`src/rtl/zdrode_pkg.sv`:
```
// zdrode_pkg: shared sizing and frame slicing for the sample frame deserializer
package zdrode_pkg;
  localparam int NUM_UNITS = 4;
  localparam int DATA_WIDTH = 16;
  localparam int CH_IDX_W = $clog2(NUM_UNITS);
  localparam int BYTE_W = 8;
  localparam int FRAME_W = NUM_UNITS * DATA_WIDTH;
  function automatic int slice_lo(input int k);
    return k * DATA_WIDTH;
  endfunction
endpackage

```
`src/rtl/sample_frame_deserializer_edge.sv`:
```
// strobe_edge_detect: registers a level strobe and flags its rising edge once
module strobe_edge_detect (
  input  logic clk,
  input  logic rst,
  input  logic level,
  output logic rise
);
  logic strb_q;
  always_ff @(posedge clk or posedge rst)
    if (rst) strb_q <= 1'b0;
    else strb_q <= level;
  assign rise = level & ~strb_q;
endmodule

```
`src/rtl/sample_frame_deserializer.sv`:
```
// sample_frame_deserializer: assembles MSB-first byte pairs into channel samples and publishes full frames
module sample_frame_deserializer #(
  parameter int NUM_UNITS = zdrode_pkg::NUM_UNITS,
  parameter int DATA_WIDTH = zdrode_pkg::DATA_WIDTH,
  parameter int TIMEOUT_CYCLES = 64
) (
  input  logic                             clk,
  input  logic                             rst,
  input  logic [zdrode_pkg::BYTE_W-1:0]    byte_i,
  input  logic                             wr_strb_i,
  input  logic                             resync_i,
  input  logic                             clr_err_i,
  output logic                             ch_valid_o,
  output logic [$clog2(NUM_UNITS)-1:0]     ch_idx_o,
  output logic [DATA_WIDTH-1:0]            ch_sample_o,
  output logic                             frame_valid_o,
  output logic [NUM_UNITS*DATA_WIDTH-1:0]  frame_o,
  output logic                             busy_o,
  output logic                             err_o
);
  import zdrode_pkg::*;
  localparam int CW = $clog2(NUM_UNITS);
  localparam int TW = $clog2(TIMEOUT_CYCLES);
  logic rise, phase, last, tmo;
  logic [CW-1:0] ch;
  logic [TW-1:0] tcnt;
  logic [NUM_UNITS*DATA_WIDTH-1:0] shadow, shadow_lo;
  int lo;
  strobe_edge_detect u_edge (.clk(clk), .rst(rst), .level(wr_strb_i), .rise(rise));
  // shadow_lo is the shadow as it will look once the current low byte lands
  always_comb begin
    lo = slice_lo(int'(ch));
    shadow_lo = shadow;
    shadow_lo[lo +: BYTE_W] = byte_i;
  end
  assign busy_o = (ch != '0) | phase;
  assign last = ch == CW'(NUM_UNITS - 1);
  assign tmo = busy_o & ~rise & (tcnt == TW'(TIMEOUT_CYCLES - 1));
  always_ff @(posedge clk or posedge rst)
    if (rst) begin
      ch_valid_o <= 1'b0;
      ch_idx_o <= '0;
      ch_sample_o <= '0;
      frame_valid_o <= 1'b0;
      frame_o <= '0;
      err_o <= 1'b0;
      phase <= 1'b0;
      ch <= '0;
      tcnt <= '0;
      shadow <= '0;
    end else begin
      ch_valid_o <= 1'b0;
      frame_valid_o <= 1'b0;
      err_o <= (tmo & ~resync_i) | (err_o & ~clr_err_i);
      if (resync_i | tmo) begin
        ch <= '0;
        phase <= 1'b0;
        tcnt <= '0;
      end else if (rise) begin
        tcnt <= '0;
        phase <= ~phase;
        if (!phase) shadow[lo+BYTE_W +: BYTE_W] <= byte_i;
        else begin
          shadow <= shadow_lo;
          ch_valid_o <= 1'b1;
          ch_idx_o <= ch;
          ch_sample_o <= shadow_lo[lo +: DATA_WIDTH];
          ch <= last ? '0 : ch + 1'b1;
          if (last) begin
            frame_o <= shadow_lo;
            frame_valid_o <= 1'b1;
          end
        end
      end else if (busy_o) tcnt <= tcnt + 1'b1;
    end
endmodule

```
`config.mk`:
```
export PLATFORM = sky130hd
export DESIGN_NAME = sample_frame_deserializer
export DESIGN_NICKNAME = d
export VERILOG_FILES = /design/src/rtl/zdrode_pkg.sv /design/src/rtl/sample_frame_deserializer_edge.sv /design/src/rtl/sample_frame_deserializer.sv
export SDC_FILE = /design/constraint.sdc
export NUM_CORES = 1
export LEC_CHECK = 0
export CAP_MARGIN = 25
export CORE_MARGIN = 5
export CORE_UTILIZATION = 44
export CTS_BUF_LIST = sky130_fd_sc_hd__clkbuf_8
export CTS_CLUSTER_DIAMETER = 30
export DETAILED_ROUTE_END_ITERATION = 10
export PLACE_DENSITY_LB_ADDON = 0.1
export SLEW_MARGIN = 5
export SYNTH_ARGS = -nofsm -noshare
export SYNTH_HDL_FRONTEND = slang
export SYNTH_SLANG_ARGS = --single-unit
```
`constraint.sdc`:
```
create_clock -name clk -period 6.15 [get_ports clk]
set_clock_uncertainty 0.2 [all_clocks]
set_input_delay 1.845 -clock clk [delete_from_list [all_inputs] [get_ports clk]]
set_output_delay 1.845 -clock clk [all_outputs]
set_load 0.05 [all_outputs]
```
; Word-level counts from Yosys, hierarchy flattened
; Cells that the tools add are included.
[classes]
n_bitwise = 14
n_addsub = 5
eq_ne = 2
muxes = 19
reduce_logical = 8
n_shift = 5
[op_table]
columns = operator, count
row1 = $bwmux W64, 2
row2 = $shift A8 B33 Y64 const A, 2
row3 = $shiftx A8 B33 Y64, 2
row4 = $mux W64, 1
row5 = $shiftx A64 B7 Y16, 1
row6 = $neg A6 Y33, 1
row7 = $neg A7 Y33, 1
row8 = $mux W6, 3
row9 = $mux W1, 9
row10 = $mux W2, 4
row11 = $add A6 B4 Y7 const B, 1
row12 = $add A6 B1 Y6 const B, 1
row13 = $eq A6 B6 Y1 const B, 1
row14 = $not A1 Y1, 6
row15 = $reduce_bool A2 Y1, 3
row16 = $and A1 B1 Y1, 5
row17 = $reduce_and A2 Y1, 2
row18 = $reduce_and A4 Y1, 1
row19 = $or A1 B1 Y1, 3
row20 = $reduce_and A3 Y1, 1
row21 = $reduce_bool A3 Y1, 1
row22 = $add A2 B1 Y2 const B, 1
row23 = $eq A2 B2 Y1 const B, 1
[word_totals]
ff_bits = 159
input_bits = 13
out_inout_bits = 86
wordCells = 64

; Longest topological paths before layout
; Gate-level depths: netlist of the first run.
[depth]
depth_word = 8
mapped_depth = 11
ltp_nobuf = 6

; By module
; A second synthesis of the first run with hierarchy kept.
[hier_totals]
hier_cells = 666
hier_area_um2 = 7188.1
[modules_own_cells]
columns = mod, cells_each, area_per_inst_um2, n_inst, seq_area_each_um2
row1 = sample_frame_deserializer, 663, 7145.6, 1, 3953.8
row2 = strobe_edge_detect, 3, 42.5, 1, 25.0

; Worst setup path before layout of the first run
; Ideal clock, no wire load.
[synth_path]
path_type = register -> output
start = reg ch[0]
end = out busy_o
path_buffers = 4
t_required_ps = 4105
t_arrival_ps = 1618
path_slack_ps = 2487
stages_incl_launch_ff = 8
path_cell_list = dfrtp_1 > buf_4 > inv_1 > buf_2 > buf_2 > ha_1 > nand2b_1 > buf_2
[synth_via]
elab_chain_len = 2
[synth_lines]
columns = element, line
row1 = start: declaration, sample_frame_deserializer.sv:25  ; logic [CW-1:0] ch;
row2 = start signal: assignment, sample_frame_deserializer.sv:68  ; ch <= last ? '0 : ch + 1'b1;
row3 = $reduce_bool A2 Y1, sample_frame_deserializer.sv:36  ; assign busy_o = (ch != '0) | phase;
row4 = $or A1 B1 Y1, sample_frame_deserializer.sv:36
row5 = end: declaration, sample_frame_deserializer.sv:18  ; output logic busy_o,
; Every way passes these cells.

; Final worst setup path of the first run
[layout_path]
start = reg ch[1]
end = out busy_o
; Same word-level chain as after synthesis.

==> impl_metrics.toml, run 1 <==
[status]
status = "completed"

[timing]
relSlewSlack = 0.4149
finalSetupViolCount = 0
maxSlewViolCount = 0
tightest_slew_ns = 0.8749
setup_tns_ns = 0
hold_viol = 0
min_period_ns = 5.619
rsz0062_at_grt = "false"
max_freq_ghz = 0.1780
period_share = 0.9137

[placement]
place.gp.congestion = 0.8396
portBuffers = 98
hpwlAfterDp_um = 12920

[clock_network]
htreeDepth = 4
clkTransAtPathRegs_ns = 0.08
cts_hold_buf = 0
clk_path_buf_depth = 2
clock-sinks = 159
worstSkewPairLatency_ns = 0.46
cts_root_buf = "clkbuf_8"
postCtsSetupBuffers = 0
cts_tree = "done"
numCtsBuffers = 17
cts_resized = 0

[synthesis]
yosys.area_share.adder = 0.01197
synth_top_area_frac = 0.5439
yosys_warnings = 0
synth_xor_area_frac = 0.005986
synth.avg_cell_area_um2 = 10.85
async_reset_ff_frac = 1.000
syn_inst = 674
synth-simple-area-share = 0.1565
synth_top_family_by_area = "simple AND/OR/NAND/NOR gates"
synth-edff-count = 0
synthTopCellsByArea = "dfrtp_1 (54%), mux2_4 (6.6%), nand2_1 (5.3%), a21oi_1 (4.0%), a22o_1 (2.9%)"
seq_area_frac_synth = 0.5439
synth_ff_type = "dfrtp_1"
yosysUniqueCellTypes = 41
synth_top_cell_by_area = "dfrtp_1"
synthMuxAreaShare = 0.09167
synth_seq_cells = 159
syn_nets = 694
synth_compound_area_frac = 0.1474
syn_area_mm2 = 0.007316

[power]
power_switching_share = 0.2660
combPwrFrac = 0.128
p_leak_nw = 3.925
power_density_mw_per_mm2 = 260.4
power_switching_mw = 0.6110
pwr-share-clk = 0.378
power_mw = 2.297
p_seq_frac = 0.494
vdd_drop_max_mv = 0.1218
p_int_mw = 1.686

[flow_run]
drv_cap = 0

[floorplan]
die-area_mm2 = 0.01931
core_area_mm2 = 0.01647
fp.dieH_um = 138.9
die_w_um = 138.9
start_util = 0.4443
io_pins = 99
rows = 47

[detailed_routing]
finalWirelength_um = 18920
drt-vias-per-instance = 5.548
drt_first_iter_violations = 483
num_vias = 5426
wl_per_cell_um = 19.34
ant_nets = 0
drcViolationCount = 0
dr.pass1.iters = 5

[grt]
grt_antenna_before_repair = 0
first_global_vias = 5374
grt_util_all_layers = 0.1968
gr-total-overflow = 0
grt_max_degree = 100
grt_pass1_wl_um = 30200

[setup_path]
critPathRequiredTime_ns = 4.11
crit_type = "reg2out"
cp_cell_sequence = "inv_1 -> ha_1 -> nand2b_1 -> clkdlybuf4s50_1"
crit_path_top_delay_cell = "dfrtp_1"
max_stage_delay_ns = 0.91
critPathLaunchType = "flop"
path_max_fanout = 23
cp.arrival_ns = 3.57
rr_worst_depth = 6
end_kind = "primary output"

[layout]
nets = 767
syn_to_final_growth_pct = 20.54
layout-drive-gt1-share = 0.1135
n_antenna_cell = 0

[hold_path]
min_path_cells = 2
hold_path.class = "reg2reg"
==> state kept, by name, summed over array words and instances (netlist names), 2 cells and up <==
name and count:
ch_idx_o 2, ch_sample_o 16, frame_o 64, shadow 64
ch 2, tcnt 6
==> layout by cell type (no fill, tap or decap), types with 24 or more instances in the layout <==
| cell type | instances |
|---|---|
| dfrtp_1 | 158 |
| nor2_1 | 42 |
| a22o_1 | 24 |
| nor2b_1 | 33 |
| mux2_4 | 32 |
| o21ai_0 | 27 |
| nand2_1 | 103 |
| a211oi_1 | 24 |
| nor3_1 | 24 |
| a21oi_1 | 59 |
| clkdlybuf4s50_1 | 98 |
==> layer usage <==
| layer | wire [um] | part of all wire | GRT usage | up-vias |
|---|---|---|---|---|
| li1 | - | - | - | 2526 |
| met4 | 252 | 0.013 | 0.05510 | 0 |
| met5 | 0 | 0 | 0 | - |
| met3 | 1019 | 0.054 | 0.04379 | 20 |
| met2 | 8618 | 0.46 | 0.3004 | 170 |
| met1 | 9025 | 0.48 | 0.2850 | 2710 |
==> power by group through the flow <==
stage          registers [mW]  logic (mW)  clock network, mW
6_report                 1.13       0.295              0.868
3_3_place_gp             1.15       0.293                  0
5_1_grt                  1.14       0.312              0.929
3_5_place_dp             1.15       0.296                  0
4_1_cts                  1.13       0.297              0.886
2_1_floorplan            1.23       0.110                  0
==> cells in the mapped netlist, drive strengths merged (2+ instances only) <==
cell	n
dfrtp	159
nand2	104
a21oi	59
nor2	42
nor2b	34
buf	33
mux2	32
o21ai	27
a211oi	24
a22o	24
nor3	24
clkbuf	20
o31ai	16
a211o	8
a31oi	8
and2	8
mux4	8
nor4	8
ha	7
inv	4
nand3	4
xor2	4
and3	3
nand2b	3
nor4b	2
nor4bb	2
==> metrics by stage <==
step | setup WS, ns | instance area [um2] | hold slack, ns | util | cells
2_1_floorplan | 2.090 | 7320 | 0.2422 | - | 674
3_3_place_gp | 1.108 | 8376 | 0.2658 | 0.5087 | 948
3_5_place_dp | 1.026 | 8376 | 0.2698 | 0.5087 | 948
4_1_cts | 0.5044 | 8818 | 0.2900 | 0.5356 | 978
5_1_grt | 0.2346 | 8818 | 0.3079 | 0.5356 | 978
6_report | 0.5308 | 8818 | 0.2906 | 0.5356 | 978
==> final cells by class <==
type                       count  area [um2]
fill                        1456        7647
sequential                   159        3980
multi-input combinational    458        3028
timing repair buffer         107        1074
tap                          220       275.3
clock buffer                  18       247.7
clock inverter                12       195.2
inverter                       4       18.77
==> cell families after synthesis <==
family / count (synthesis)
xor+xnor: 5
buf+inv: 57
mux: 41
simple gates: 237
flops: 159
fa+ha+maj: 7
compound gates: 168
==> worst paths after layout <==
kind	slack, ns	from	end
min reg2reg	0.29	shadow[48]$_DFFE_PP0P_	shadow[48]$_DFFE_PP0P_
max	0.53	ch[1]$_DFFE_PP0P_	busy_o
max in group asynchronous	3.31	rst	frame_o[6]$_DFFE_PP0P_
max reg2reg	2.41	ch[1]$_DFFE_PP0P_	ch_sample_o[0]$_DFFE_PP0P_
min	0.29	shadow[48]$_DFFE_PP0P_	shadow[48]$_DFFE_PP0P_
min in group asynchronous	1.55	rst	frame_o[62]$_DFFE_PP0P_
==> worst max-delay path: cells and delay by family, from the launching register on <==
kind | cells | cell delay [ns]
buf+inv | 2 | 1.31
simple gates | 1 | 0.37
fa+ha+maj | 1 | 0.53
flops | 1 | 0.91
Power figures use the tool's default switching activity.
==> run 2: changes to the inputs <==
--- a/config.mk
+++ b/config.mk
@@ -5,7 +5,7 @@
 export SDC_FILE = /design/constraint.sdc
 export NUM_CORES = 1
 export LEC_CHECK = 0
-export CAP_MARGIN = 25
+export CAP_MARGIN = 10
 export CORE_MARGIN = 5
 export CORE_UTILIZATION = 44
 export CTS_BUF_LIST = sky130_fd_sc_hd__clkbuf_8
==> results of run 2 <==
Final layout, timing and power as in run 1 (identical DEF).
==> run 3: changes to the inputs <==
--- a/config.mk
+++ b/config.mk
@@ -12,6 +12,7 @@
 export CTS_CLUSTER_DIAMETER = 30
 export DETAILED_ROUTE_END_ITERATION = 10
 export PLACE_DENSITY_LB_ADDON = 0.1
+export RECOVER_POWER = 25
 export SLEW_MARGIN = 5
 export SYNTH_ARGS = -nofsm -noshare
 export SYNTH_HDL_FRONTEND = slang
==> constraint.sdc (replaced) <==
create_clock -name clk -period 5.8 [get_ports clk]
set_clock_uncertainty 0.2 [all_clocks]
set_input_delay 1.74 -clock clk [delete_from_list [all_inputs] [get_ports clk]]
set_output_delay 1.74 -clock clk [all_outputs]
set_load 0.05 [all_outputs]
==> impl_metrics.toml, run 3 (same netlist as run 1, synthesis figures left out) <==
[timing]
finalSetupViolCount = 0
setup_tns_ns = 0
max_freq_ghz = 0.2032
tightest_slew_ns = 1.687
period_share = 0.8483
setup_ws_ns = 0.8798
relSlewSlack = -0.1245
whs_ns = 0.2837
rsz0062_at_grt = "false"
min_period_ns = 4.920
hold_viol = 0
maxSlewViolCount = 69

[floorplan]
io_pins = 99
die-area_mm2 = 0.01931
fp.dieH_um = 138.9
rows = 47
die_w_um = 138.9
start_util = 0.4443
core_area_mm2 = 0.01647

[clock_network]
cts_tree = "done"
clk_path_buf_depth = 2
clkTransAtPathRegs_ns = 0.08
numCtsBuffers = 17
postCtsSetupBuffers = 0
clock-sinks = 159
htreeDepth = 4
cts_root_buf = "clkbuf_8"
cts_hold_buf = 0
worstSkewPairLatency_ns = 0.45
cts_resized = 0

[setup_path]
r2r_end = "ch_sample_o[3]$_DFFE_PP0P_"
critPathLaunchType = "flop"
crit_path_top_delay_cell = "clkdlybuf4s50_1"
cp_cell_sequence = "inv_1 -> ha_1 -> nand2b_1 -> clkdlybuf4s50_1"
rr_worst_depth = 6
r2r_start = "ch[0]$_DFFE_PP0P_"
end_kind = "primary output"
path_max_fanout = 15
critPathRequiredTime_ns = 3.86
r2r_slack_ns = 2.64
crit_type = "reg2out"
max_stage_delay_ns = 0.79
cp.arrival_ns = 2.98

[hold_path]
min_to = "ch_sample_o[14]$_DFFE_PP0P_"
hold_path.class = "reg2reg"
hold_start = "ch_sample_o[14]$_DFFE_PP0P_"
min_path_cells = 2

[power]
p_leak_nw = 3.909
power_switching_share = 0.2829
p_seq_frac = 0.512
power_mw = 2.355
p_int_mw = 1.688
combPwrFrac = 0.131
pwr-share-clk = 0.357
vdd_drop_max_mv = 0.1381
power_density_mw_per_mm2 = 268.4
power_switching_mw = 0.6662

[detailed_routing]
dr.pass1.iters = 4
finalWirelength_um = 18840
drcViolationCount = 0
ant_nets = 0
wl_per_cell_um = 19.16
drt_first_iter_violations = 349
num_vias = 5434
drt-vias-per-instance = 5.528

[status]
violations = "max-capacitance violations, max-slew violations"
status = "finished with violations"

[placement]
portBuffers = 98
dp_slack_ns = 1.281
hpwlAfterDp_um = 12970
place.gp.congestion = 0.8225

[layout]
reg_top3 = "frame_o x64, shadow x64, ch_sample_o x16"
layout-drive-gt1-share = 0.1180
syn_to_final_growth_pct = 19.91
n_antenna_cell = 0
final_cell_mix = "dfrtp_1 (158), nand2_1 (103), clkdlybuf4s50_1 (96), a21oi_1 (59), nor2_1 (42)"
nets = 770
fin_util = 0.5328
layout_commonest_cell = "dfrtp_1"
fill_cells = 1464

[grt]
gr-total-overflow = 0
grt_pass1_wl_um = 30390
first_global_vias = 5389
grt_util_all_layers = 0.1987
grt_max_degree = 69
grt_antenna_before_repair = 0

[flow_run]
drv_cap = 1
==> run 3: cell count changes in the layout (fill, tap and decap cells not counted), sizes merged <==
cell,before,now
clkbuf,18,22
bufinv,5,2
clkdlybuf4s50,98,96
clkinv,3,5
dlygate4sd3,0,2
buf,9,10
clkinvlp,3,4
==> run 3: per-stage QoR <==
stage               instances  cell area (um2)
detailed placement        951             8386
finish                    983             8772
global placement          951             8386
floorplan                 674             7320
global route              983             8772
CTS                       983             8796
==> run 3: final cells by class <==
| cell class | instances | area, um2 | area share |
|---|---|---|---|
| Clock buffer | 20 | 275.3 | 0.03138 |
| Multi-Input combinational cell | 458 | 3025 | 0.3449 |
| Clock inverter | 12 | 135.1 | 0.01540 |
| Tap cell | 220 | 275.3 | 0.03138 |
| Timing Repair Buffer | 110 | 1065 | 0.1214 |
| Inverter | 4 | 16.27 | 0.001854 |
| Sequential cell | 159 | 3980 | 0.4537 |
==> run 3: worst max-delay path, delay by kind of cell, from the launching register on <==
kind | cells | cell delay (ns)
adders and majority gates | 1 | 0.69
buffers and inverters | 2 | 1.11
DFF | 1 | 0.38
and+or+nand+nor | 1 | 0.35
==> run 3: power by group through the flow <==
| stage | Combinational, mW | Sequential, mW | Clock, mW |
|---|---|---|---|
| floorplan | 0.117 | 1.30 | 0 |
| global placement | 0.310 | 1.22 | 0 |
| detailed placement | 0.314 | 1.23 | 0 |
| CTS | 0.315 | 1.20 | 0.856 |
| global route | 0.332 | 1.21 | 0.903 |
| finish | 0.309 | 1.20 | 0.840 |
==> run 3: worst max-delay path by stage <==
stage | start | to | slack, ns | cells after the start
2_1_floorplan | rst | ch[0]$_DFFE_PP0P_ | 1.85 | 1
3_3_place_gp | wr_strb_i | frame_o[6]$_DFFE_PP0P_ | 1.38 | 9
3_5_place_dp | wr_strb_i | frame_o[55]$_DFFE_PP0P_ | 1.28 | 9
4_1_cts | ch[1]$_DFFE_PP0P_ | busy_o | 0.90 | 4
5_1_grt | rst | ch[0]$_DFFE_PP0P_ | 0.72 | 3
6_report | ch[1]$_DFFE_PP0P_ | busy_o | 0.88 | 4
==> run 3: routing by layer <==
metal,global-route usage,routed length [um]
met3,0.04241,1068
met4,0.05973,310
met2,0.3048,8461
met5,0,0
met1,0.2860,8994
